### src/rtl/cpath_pkg.sv
// Shared definitions for the RV32I multicycle control path: opcodes,
// FSM state encoding, select/trap-cause encodings and the decode bundle.
package cpath_pkg;

    // Base opcodes (IR[6:0]); every legal one ends in 2'b11.
    localparam logic [6:0] OPC_LUI     = 7'b0110111;
    localparam logic [6:0] OPC_AUIPC   = 7'b0010111;
    localparam logic [6:0] OPC_JAL     = 7'b1101111;
    localparam logic [6:0] OPC_JALR    = 7'b1100111;
    localparam logic [6:0] OPC_BRANCH  = 7'b1100011;
    localparam logic [6:0] OPC_LOAD    = 7'b0000011;
    localparam logic [6:0] OPC_STORE   = 7'b0100011;
    localparam logic [6:0] OPC_OPIMM   = 7'b0010011;
    localparam logic [6:0] OPC_OP      = 7'b0110011;
    localparam logic [6:0] OPC_MISCMEM = 7'b0001111;

    localparam logic [6:0] F7_BASE = 7'b0000000;
    localparam logic [6:0] F7_ALT  = 7'b0100000;
    localparam logic [6:0] F7_MEXT = 7'b0000001;

    typedef enum logic [2:0] {
        ST_FETCH = 3'd0,
        ST_EXEC  = 3'd1,
        ST_MEM   = 3'd2,
        ST_MDIV  = 3'd3,
        ST_WB    = 3'd4,
        ST_TRAP  = 3'd5
    } state_e;

    localparam logic [1:0] BUS_B_RS2  = 2'b00;
    localparam logic [1:0] BUS_B_IIMM = 2'b01;
    localparam logic [1:0] BUS_B_SIMM = 2'b10;
    localparam logic [1:0] BUS_B_UIMM = 2'b11;

    localparam logic [1:0] WB_ALU    = 2'b00;
    localparam logic [1:0] WB_MEM    = 2'b01;
    localparam logic [1:0] WB_PC4    = 2'b10;
    localparam logic [1:0] WB_MULDIV = 2'b11;

    localparam logic [1:0] PC_PLUS4 = 2'b00;
    localparam logic [1:0] PC_BRJMP = 2'b01;
    localparam logic [1:0] PC_TRAP  = 2'b10;
    localparam logic [1:0] PC_HOLD  = 2'b11;

    localparam logic [1:0] CAUSE_NONE = 2'b00;
    localparam logic [1:0] CAUSE_ILL  = 2'b01;
    localparam logic [1:0] CAUSE_BUS  = 2'b10;

    // Everything the FSM needs to know about one instruction.
    typedef struct packed {
        logic       bus_a_sel;
        logic [1:0] bus_b_sel;
        logic [1:0] wb_sel;
        logic       brjmp_sel;
        logic       jbtype_sel;
        logic       reg_wen;     // already cleared when rd == x0
        logic       is_branch;
        logic       is_jump;
        logic       mem_rd;
        logic       mem_wr;
        logic       is_muldiv;
        logic       illegal;
    } dec_t;

    // Branch condition: funct3[2:1] picks the flag, funct3[0] inverts it.
    function automatic logic branch_taken(input logic [2:0] f3, input logic eq,
                                          input logic lt, input logic ltu);
        logic t;
        case (f3[2:1])
            2'b00:   t = eq;
            2'b10:   t = lt;
            2'b11:   t = ltu;
            default: t = 1'b0;
        endcase
        return t ^ f3[0];
    endfunction

endpackage

### src/rtl/cpath_decode_comb.sv
// Pure combinational decode of a registered instruction word into the
// select bundle and an illegal flag. Macro RV_MEXT_EN makes OP with
// funct7=0000001 a legal multiply/divide; otherwise it is illegal.
module cpath_decode_comb
    import cpath_pkg::*;
(
    input  logic [31:0] ir_i,
    output dec_t        dec_o
);

    logic [6:0] opc;
    logic [2:0] f3;
    logic [6:0] f7;
    logic [4:0] rd;
    logic       unused_fields;

    assign opc = ir_i[6:0];
    assign f3  = ir_i[14:12];
    assign f7  = ir_i[31:25];
    assign rd  = ir_i[11:7];
    // Register source fields are consumed by the datapath, not by decode.
    assign unused_fields = ^ir_i[24:15];

    // Opcode/funct decode; anything with IR[1:0]!=11 falls to the default arm.
    always_comb begin
        dec_o = '0;
        case (opc)
            OPC_LUI: begin
                dec_o.bus_b_sel = BUS_B_UIMM;
                dec_o.reg_wen   = 1'b1;
            end
            OPC_AUIPC: begin
                dec_o.bus_a_sel = 1'b1;
                dec_o.bus_b_sel = BUS_B_UIMM;
                dec_o.reg_wen   = 1'b1;
            end
            OPC_JAL: begin
                dec_o.brjmp_sel = 1'b1;
                dec_o.wb_sel    = WB_PC4;
                dec_o.reg_wen   = 1'b1;
                dec_o.is_jump   = 1'b1;
            end
            OPC_JALR: begin
                if (f3 != 3'b000) begin
                    dec_o.illegal = 1'b1;
                end else begin
                    dec_o.brjmp_sel  = 1'b1;
                    dec_o.jbtype_sel = 1'b1;
                    dec_o.bus_b_sel  = BUS_B_IIMM;
                    dec_o.wb_sel     = WB_PC4;
                    dec_o.reg_wen    = 1'b1;
                    dec_o.is_jump    = 1'b1;
                end
            end
            OPC_BRANCH: begin
                if (f3[2:1] == 2'b01) dec_o.illegal   = 1'b1;
                else                  dec_o.is_branch = 1'b1;
            end
            OPC_LOAD: begin
                if (f3 == 3'b011 || f3[2:1] == 2'b11) begin
                    dec_o.illegal = 1'b1;
                end else begin
                    dec_o.bus_b_sel = BUS_B_IIMM;
                    dec_o.wb_sel    = WB_MEM;
                    dec_o.reg_wen   = 1'b1;
                    dec_o.mem_rd    = 1'b1;
                end
            end
            OPC_STORE: begin
                if (f3[2] || f3[1:0] == 2'b11) begin
                    dec_o.illegal = 1'b1;
                end else begin
                    dec_o.bus_b_sel = BUS_B_SIMM;
                    dec_o.mem_wr    = 1'b1;
                end
            end
            OPC_OPIMM: begin
                if ((f3 == 3'b001 && f7 != F7_BASE) ||
                    (f3 == 3'b101 && f7 != F7_BASE && f7 != F7_ALT)) begin
                    dec_o.illegal = 1'b1;
                end else begin
                    dec_o.bus_b_sel = BUS_B_IIMM;
                    dec_o.reg_wen   = 1'b1;
                end
            end
            OPC_OP: begin
                if (f7 == F7_BASE || (f7 == F7_ALT && (f3 == 3'b000 || f3 == 3'b101))) begin
                    dec_o.reg_wen = 1'b1;
                end else if (f7 == F7_MEXT) begin
`ifdef RV_MEXT_EN
                    dec_o.is_muldiv = 1'b1;
                    dec_o.wb_sel    = WB_MULDIV;
                    dec_o.reg_wen   = 1'b1;
`else
                    dec_o.illegal = 1'b1;
`endif
                end else begin
                    dec_o.illegal = 1'b1;
                end
            end
            // FENCE has no effect on a single in-order core: retire as NOP.
            OPC_MISCMEM: ;
            default: dec_o.illegal = 1'b1;
        endcase
        // An illegal word must not leak any select or strobe.
        if (dec_o.illegal) begin
            dec_o         = '0;
            dec_o.illegal = 1'b1;
        end
        if (rd == 5'd0) dec_o.reg_wen = 1'b0;
    end

endmodule

### src/rtl/cpath_ctrl_fsm.sv
// Multicycle RV32I control FSM: FETCH -> EXEC -> {MEM | MDIV} -> WB -> FETCH,
// with TRAP for illegal ops and data-memory timeouts. Optional M-extension
// sequencing is enabled with macro RV_MEXT_EN.
module cpath_ctrl_fsm
    import cpath_pkg::*;
#(
    parameter int unsigned MEM_TIMEOUT = 255,
    parameter bit          TRAP_ON_ILL = 1'b1
) (
    input  logic        clock,
    input  logic        reset,
    input  logic [31:0] io_IR,
    input  logic        io_IR_valid,
    output logic        io_IR_ready,
    input  logic        io_br_eq,
    input  logic        io_br_lt,
    input  logic        io_br_ltu,
    input  logic        io_DataMem_rdy,
    input  logic        io_MulDiv_done,
    output logic        io_BUS_A_sel,
    output logic [1:0]  io_BUS_B_sel,
    output logic [1:0]  io_WB_sel,
    output logic        io_BRJMP_sel,
    output logic        io_JBType_sel,
    output logic [1:0]  io_PC_MUX_sel,
    output logic        io_PC_en,
    output logic        io_WEN_RegFile,
    output logic        io_Mem_rd,
    output logic        io_Mem_wr_valid,
    output logic [1:0]  io_Mem_size,
    output logic        io_Mem_unsigned,
    output logic        io_MulDiv_start,
    output logic        io_trap,
    output logic [1:0]  io_trap_cause,
    output logic [2:0]  dbg_state_o
);

    localparam int CNT_W = $clog2(MEM_TIMEOUT + 1);

    // Handshake: io_IR is captured on the rising edge where io_IR_valid and
    // io_IR_ready are both high; ready is high only in FETCH and does not
    // depend on valid, so fetch may hold valid across cycles freely.

    state_e             state_q, state_d;
    logic [31:0]        ir_q, ir_d;
    logic [CNT_W-1:0]   cnt_q, cnt_d;
    logic               taken_q, taken_d;
    logic [1:0]         cause_q, cause_d;
    logic               mdiv_first_q, mdiv_first_d;
    logic               sel_en;
    dec_t               dec;

    cpath_decode_comb u_decode (
        .ir_i  (ir_q),
        .dec_o (dec)
    );

    assign dbg_state_o   = state_q;
    assign io_trap_cause = cause_q;

`ifndef RV_MEXT_EN
    logic unused_mdiv;
    assign unused_mdiv = io_MulDiv_done ^ mdiv_first_q;
`endif

    // State and instruction registers; reset aborts any op without writeback.
    always_ff @(posedge clock or negedge reset) begin
        if (!reset) begin
            state_q      <= ST_FETCH;
            ir_q         <= '0;
            cnt_q        <= '0;
            taken_q      <= 1'b0;
            cause_q      <= CAUSE_NONE;
            mdiv_first_q <= 1'b0;
        end else begin
            state_q      <= state_d;
            ir_q         <= ir_d;
            cnt_q        <= cnt_d;
            taken_q      <= taken_d;
            cause_q      <= cause_d;
            mdiv_first_q <= mdiv_first_d;
        end
    end

    // Next-state logic and all control outputs.
    always_comb begin
        state_d      = state_q;
        ir_d         = ir_q;
        cnt_d        = cnt_q;
        taken_d      = taken_q;
        cause_d      = cause_q;
        mdiv_first_d = 1'b0;

        io_IR_ready     = 1'b0;
        io_BUS_A_sel    = 1'b0;
        io_BUS_B_sel    = BUS_B_RS2;
        io_WB_sel       = WB_ALU;
        io_BRJMP_sel    = 1'b0;
        io_JBType_sel   = 1'b0;
        io_PC_MUX_sel   = PC_HOLD;
        io_PC_en        = 1'b0;
        io_WEN_RegFile  = 1'b0;
        io_Mem_rd       = 1'b0;
        io_Mem_wr_valid = 1'b0;
        io_Mem_size     = 2'b00;
        io_Mem_unsigned = 1'b0;
        io_MulDiv_start = 1'b0;
        io_trap         = 1'b0;

        // Datapath selects follow the decoded IR while an op is in flight.
        sel_en = (state_q != ST_FETCH) && (state_q != ST_TRAP);
        if (sel_en) begin
            io_BUS_A_sel  = dec.bus_a_sel;
            io_BUS_B_sel  = dec.bus_b_sel;
            io_WB_sel     = dec.wb_sel;
            io_BRJMP_sel  = dec.brjmp_sel;
            io_JBType_sel = dec.jbtype_sel;
            io_PC_MUX_sel = taken_q ? PC_BRJMP : PC_PLUS4;
        end

        case (state_q)
            ST_FETCH: begin
                io_IR_ready = 1'b1;
                if (io_IR_valid) begin
                    ir_d    = io_IR;
                    taken_d = 1'b0;
                    state_d = ST_EXEC;
                end
            end
            ST_EXEC: begin
                taken_d = dec.is_jump |
                          (dec.is_branch & branch_taken(ir_q[14:12], io_br_eq, io_br_lt, io_br_ltu));
                io_PC_MUX_sel = taken_d ? PC_BRJMP : PC_PLUS4;
                if (dec.illegal) begin
                    if (TRAP_ON_ILL) begin
                        cause_d = CAUSE_ILL;
                        state_d = ST_TRAP;
                    end else begin
                        state_d = ST_WB;
                    end
                end else if (dec.mem_rd || dec.mem_wr) begin
                    cnt_d   = '0;
                    state_d = ST_MEM;
                end else if (dec.is_muldiv) begin
                    mdiv_first_d = 1'b1;
                    state_d      = ST_MDIV;
                end else begin
                    state_d = ST_WB;
                end
            end
            ST_MEM: begin
                io_Mem_rd       = dec.mem_rd;
                io_Mem_wr_valid = dec.mem_wr;
                io_Mem_size     = ir_q[13:12];
                io_Mem_unsigned = ir_q[14] & dec.mem_rd;
                if (io_DataMem_rdy) begin
                    state_d = ST_WB;
                end else begin
                    cnt_d = cnt_q + CNT_W'(1);
                    if (cnt_d == CNT_W'(MEM_TIMEOUT)) begin
                        cause_d = CAUSE_BUS;
                        state_d = ST_TRAP;
                    end
                end
            end
            ST_MDIV: begin
`ifdef RV_MEXT_EN
                io_MulDiv_start = mdiv_first_q;
                if (io_MulDiv_done) state_d = ST_WB;
`else
                state_d = ST_FETCH;
`endif
            end
            ST_WB: begin
                io_WEN_RegFile = dec.reg_wen;
                io_PC_en       = 1'b1;
                state_d        = ST_FETCH;
            end
            ST_TRAP: begin
                io_trap       = 1'b1;
                io_PC_MUX_sel = PC_TRAP;
                io_PC_en      = 1'b1;
                state_d       = ST_FETCH;
            end
            default: state_d = ST_FETCH;
        endcase
    end

endmodule

### config.mk
export PLATFORM = sky130hd
export DESIGN_NAME = cpath_ctrl_fsm
export DESIGN_NICKNAME = d
export VERILOG_FILES = /design/src/rtl/cpath_pkg.sv /design/src/rtl/cpath_decode_comb.sv /design/src/rtl/cpath_ctrl_fsm.sv
export SDC_FILE = /design/constraint.sdc
export NUM_CORES = 1
export LEC_CHECK = 0
export ABC_AREA = 1
export ABC_CLOCK_PERIOD_IN_PS = 3720
export BUFFER_PORTS_ARGS = -buffer_cell sky130_fd_sc_hd__buf_2
export CORE_MARGIN = 2
export CORE_UTILIZATION = 40
export DETAILED_ROUTE_END_ITERATION = 7
export PLACE_DENSITY_LB_ADDON = 0.3
export SLEW_MARGIN = 20
export SYNTH_ARGS = -nofsm -noshare
export SYNTH_HDL_FRONTEND = slang
export SYNTH_SLANG_ARGS = --single-unit
### constraint.sdc
create_clock -name clock -period 3.72 [get_ports clock]
set_input_delay 0.372 -clock clock [delete_from_list [all_inputs] [get_ports clock]]
set_output_delay 0.372 -clock clock [all_outputs]
set_load 0.1 [all_outputs]
==> out/metrics.yaml <==
status: "finished, final reports clean"
grt_pass1_vias: 1896
dp_hpwl_microns: 3750
endpoint_kind: "output port"
coreArea_sq_um: 5440
yosys_warnings: 0
dr.pass1.iters: 4
ys_types: 34
clk_latency_ns: 0.30
nFillCells: 545
num_rows: 27
drc: 0
htreeDepth: 2
synth.area.top_cells: "dfrtp_1 41%, nand2_1 13%, nor2_1 6.6%"
fin_ws_ns: 1.04
synth.largest_area_cell: "dfrtp_1"
synthMuxAreaShare: 0.0711
fin_skew_ns: 0.0107
clock.fmax_ghz: 0.373
grt_overflow: 0
crit_top_cell: "nand2_1"
yosys.area_share.simple: 0.348
cp.required_ns: 3.35
cts.sinks: 36
clk_pin_slew_ns: 0.09
postSynthAreaPerCell_sq_um: 7.62
period_minus_slack_ns: 2.68
post_drt_via_cell_ratio: 4.95
syn_inst: 291
antenna_found_initial: 0
vias: 2049
max_stage_delay_ns: 0.44
pre_cts_ws_ns: 1.36
hold_violations: 0
io_buffers: 51
cts_resized: 0
synth_top_family_by_area: "simple AND/OR/NAND/NOR gates"
grt_pass1_wl_microns: 8280
cts_buffers: 5
worst_pin_slew_ns: 1.07
synth_edf_count: 0
pin_count: 64
finalSetupViolCount: 0
areaGrowthSynthToFinish_pct: 19.0
post_dp_cell_area_sq_um: 2550
fp.dieArea_sq_um: 6160
synthAdderAreaFrac: 0.0113
wl_microns: 4990
gr-usage-all-layers: 0.170
drt-initial-drc-count: 54
design_area_sq_um: 2640
drive_gt1_frac: 0.289
maxSlewHeadroom: 0.287
total_power_mw: 2.00
ir_drop_v: 0.000323
worst-path-max-fanout: 5
cp_cell_sequence: "inv_1 -> nand2_1 -> nor2_2 -> nand2_1 -> or2_1 -> nand2_1 -> inv_1 -> nand2_1 -> nor3_1 -> nor3_2 -> buf_2"
crit_arrival_ns: 2.31
yosys.area_share.xor_xnor: 0
die_x_microns: 78.5
clockBufferDepth: 2
yosysTopAreaCellShare: 0.406
synth-seq-cells: 36
max_cap_viol_count: 0
slowest_stage: "buf_2"
yosysSeqAreaShare: 0.406
synth-compound-area-share: 0.0902
path_class: "reg -> out"
start_util: 0.408
fin_nets: 383
root_buffer: "clkbuf_8"
place.gp.congestion: 0.888
drv_slew: 0
hold_ws_ns: 0.153
p_leak_nw: 1.31
crit_path_start_kind: "register"
n_antenna_cell: 0
async_flop_share: 1.00
cts_setup_buffers: 0
ant_nets: 0
syn_nets: 333
die_h_microns: 78.5
cts_hold_buf: 0
grt_max_degree: 37
synth_area_sq_um: 2220
synth_ff_type: "dfrtp_1"
power_density_nw_per_um2: 758
holdCritPathClass: "in -> async"
rsz0062_at_grt: "false"
cts_tree: "yes"
wl_per_cell_microns: 12.1
fin_crit_sh: 0.721
==> stage by stage <==
| step | utilization | setup TNS [ns] | std cells |
|---|---|---|---|
| 3_3_place_gp | 0.468 | 0 | 406 |
| 4_1_cts | 0.485 | 0 | 414 |
| 3_5_place_dp | 0.468 | 0 | 406 |
| 2_1_floorplan | - | -0.673 | 291 |
| 5_1_grt | 0.485 | 0 | 414 |
| 6_report | 0.485 | 0 | 414 |
==> report_power, final <==
part           internal [mW]  total [mW]  switching (mW)
logic                  0.264        1.04           0.779
clock network          0.133       0.289           0.157
registers              0.539       0.666           0.127
==> critical path, delay by kind of cell, from the launching register on <==
family	cells	cell delay [ns]
buf+inv	3	0.62
flops	1	0.40
simple gates	8	1.00
==> Yosys cell counts (2+ instances only) <==
cell type and number:
nor3_2 2, nand3_2 2, o31ai_1 5, nand3_1 26, nor2_2 4, nand4_1 4
mux2_2 11, inv_1 24, ha_1 2, dfrtp_1 36, a21oi_2 2, buf_2 4
a21oi_1 18, nor3_1 7, nor2_4 2, clkbuf_1 2, inv_2 6, nand2_1 78
mux2_1 3, nor2_1 39
==> kinds of logic (layout without fill, tap and decap cells) <==
kind of cell    Yosys count  in the layout
simple gates            170            170
fa+ha+maj                 2              2
flops                    36             36
compound gates           30             30
other cells               1              1
mux                      14             14
buf+inv                  38             89
==> cell type report <==
| type | count | area (sq um) | share of cell area |
|---|---|---|---|
| inverter | 30 | 113 | 0.0427 |
| timing repair buffer | 51 | 255 | 0.0967 |
| clock inverter | 3 | 23.8 | 0.00901 |
| multi-input combinational | 217 | 1190 | 0.450 |
| clock buffer | 5 | 68.8 | 0.0261 |
| tap | 72 | 90.1 | 0.0341 |
| sequential | 36 | 901 | 0.341 |
==> layer usage <==
| layer | vias to the layer above | share of wire | wire [microns] | track usage |
|---|---|---|---|---|
| met3 | 9 | 0.037 | 183 | 0.0322 |
| met2 | 46 | 0.50 | 2480 | 0.301 |
| met5 | - | 0 | 0 | 0 |
| met1 | 944 | 0.45 | 2240 | 0.198 |
| li1 | 1050 | - | - | - |
| met4 | 0 | 0.018 | 91 | 0.0772 |
==> layout by cell type, fill, tap and decap left out <==
cell type	synthesis	final
buf_2	4	51
nand4_2	1	1
nor2_2	4	4
nand2_1	78	78
mux2_2	11	11
nand2_2	1	1
nand4_1	4	4
o31ai_4	1	1
a21oi_1	18	15
o21ai_4	1	1
inv_1	24	24
conb_1	1	1
nor3_1	7	5
dfrtp_1	36	36
inv_2	6	6
o31ai_1	5	5
ha_1	2	2
nand3_1	26	26
a21oi_2	2	5
or2_1	1	1
clkbuf_8	0	5
mux2_1	3	3
o211ai_1	1	1
nor3_2	2	4
nor2_4	2	3
nor2_1	39	38
o21ai_1	1	1
nand3b_1	1	1
nand3_2	2	2
nor3_4	1	1
o21ai_0	1	1
and2_1	1	1
clkinv_4	0	1
clkinvlp_4	0	2
==> path summary, 6_finish.rpt <==
| kind | from | endpoint | slack [ns] | cells after the start |
|---|---|---|---|---|
| worst max-delay path | ir_q[4] | io_WEN_RegFile | 1.04 | 11 |
| worst min-delay path | reset | cnt_q[7] | 0.15 | 1 |
| worst max register to register | dbg_state_o[0] | ir_q[29] | 1.58 | 5 |
| worst min register to register | io_trap_cause[1] | io_trap_cause[1] | 0.47 | 2 |
| max in group asynchronous | reset | ir_q[13] | 3.02 | 1 |
| min in group clock | io_IR[27] | ir_q[27] | 0.29 | 2 |
==> sequential cells by signal, indices dropped and copies added (netlist names) <==
signal,flops
dbg_state_o,3
ir_q,22
taken_q,1
io_trap_cause,2
cnt_q,8
Note: power is estimated with default switching activity, not from simulation.
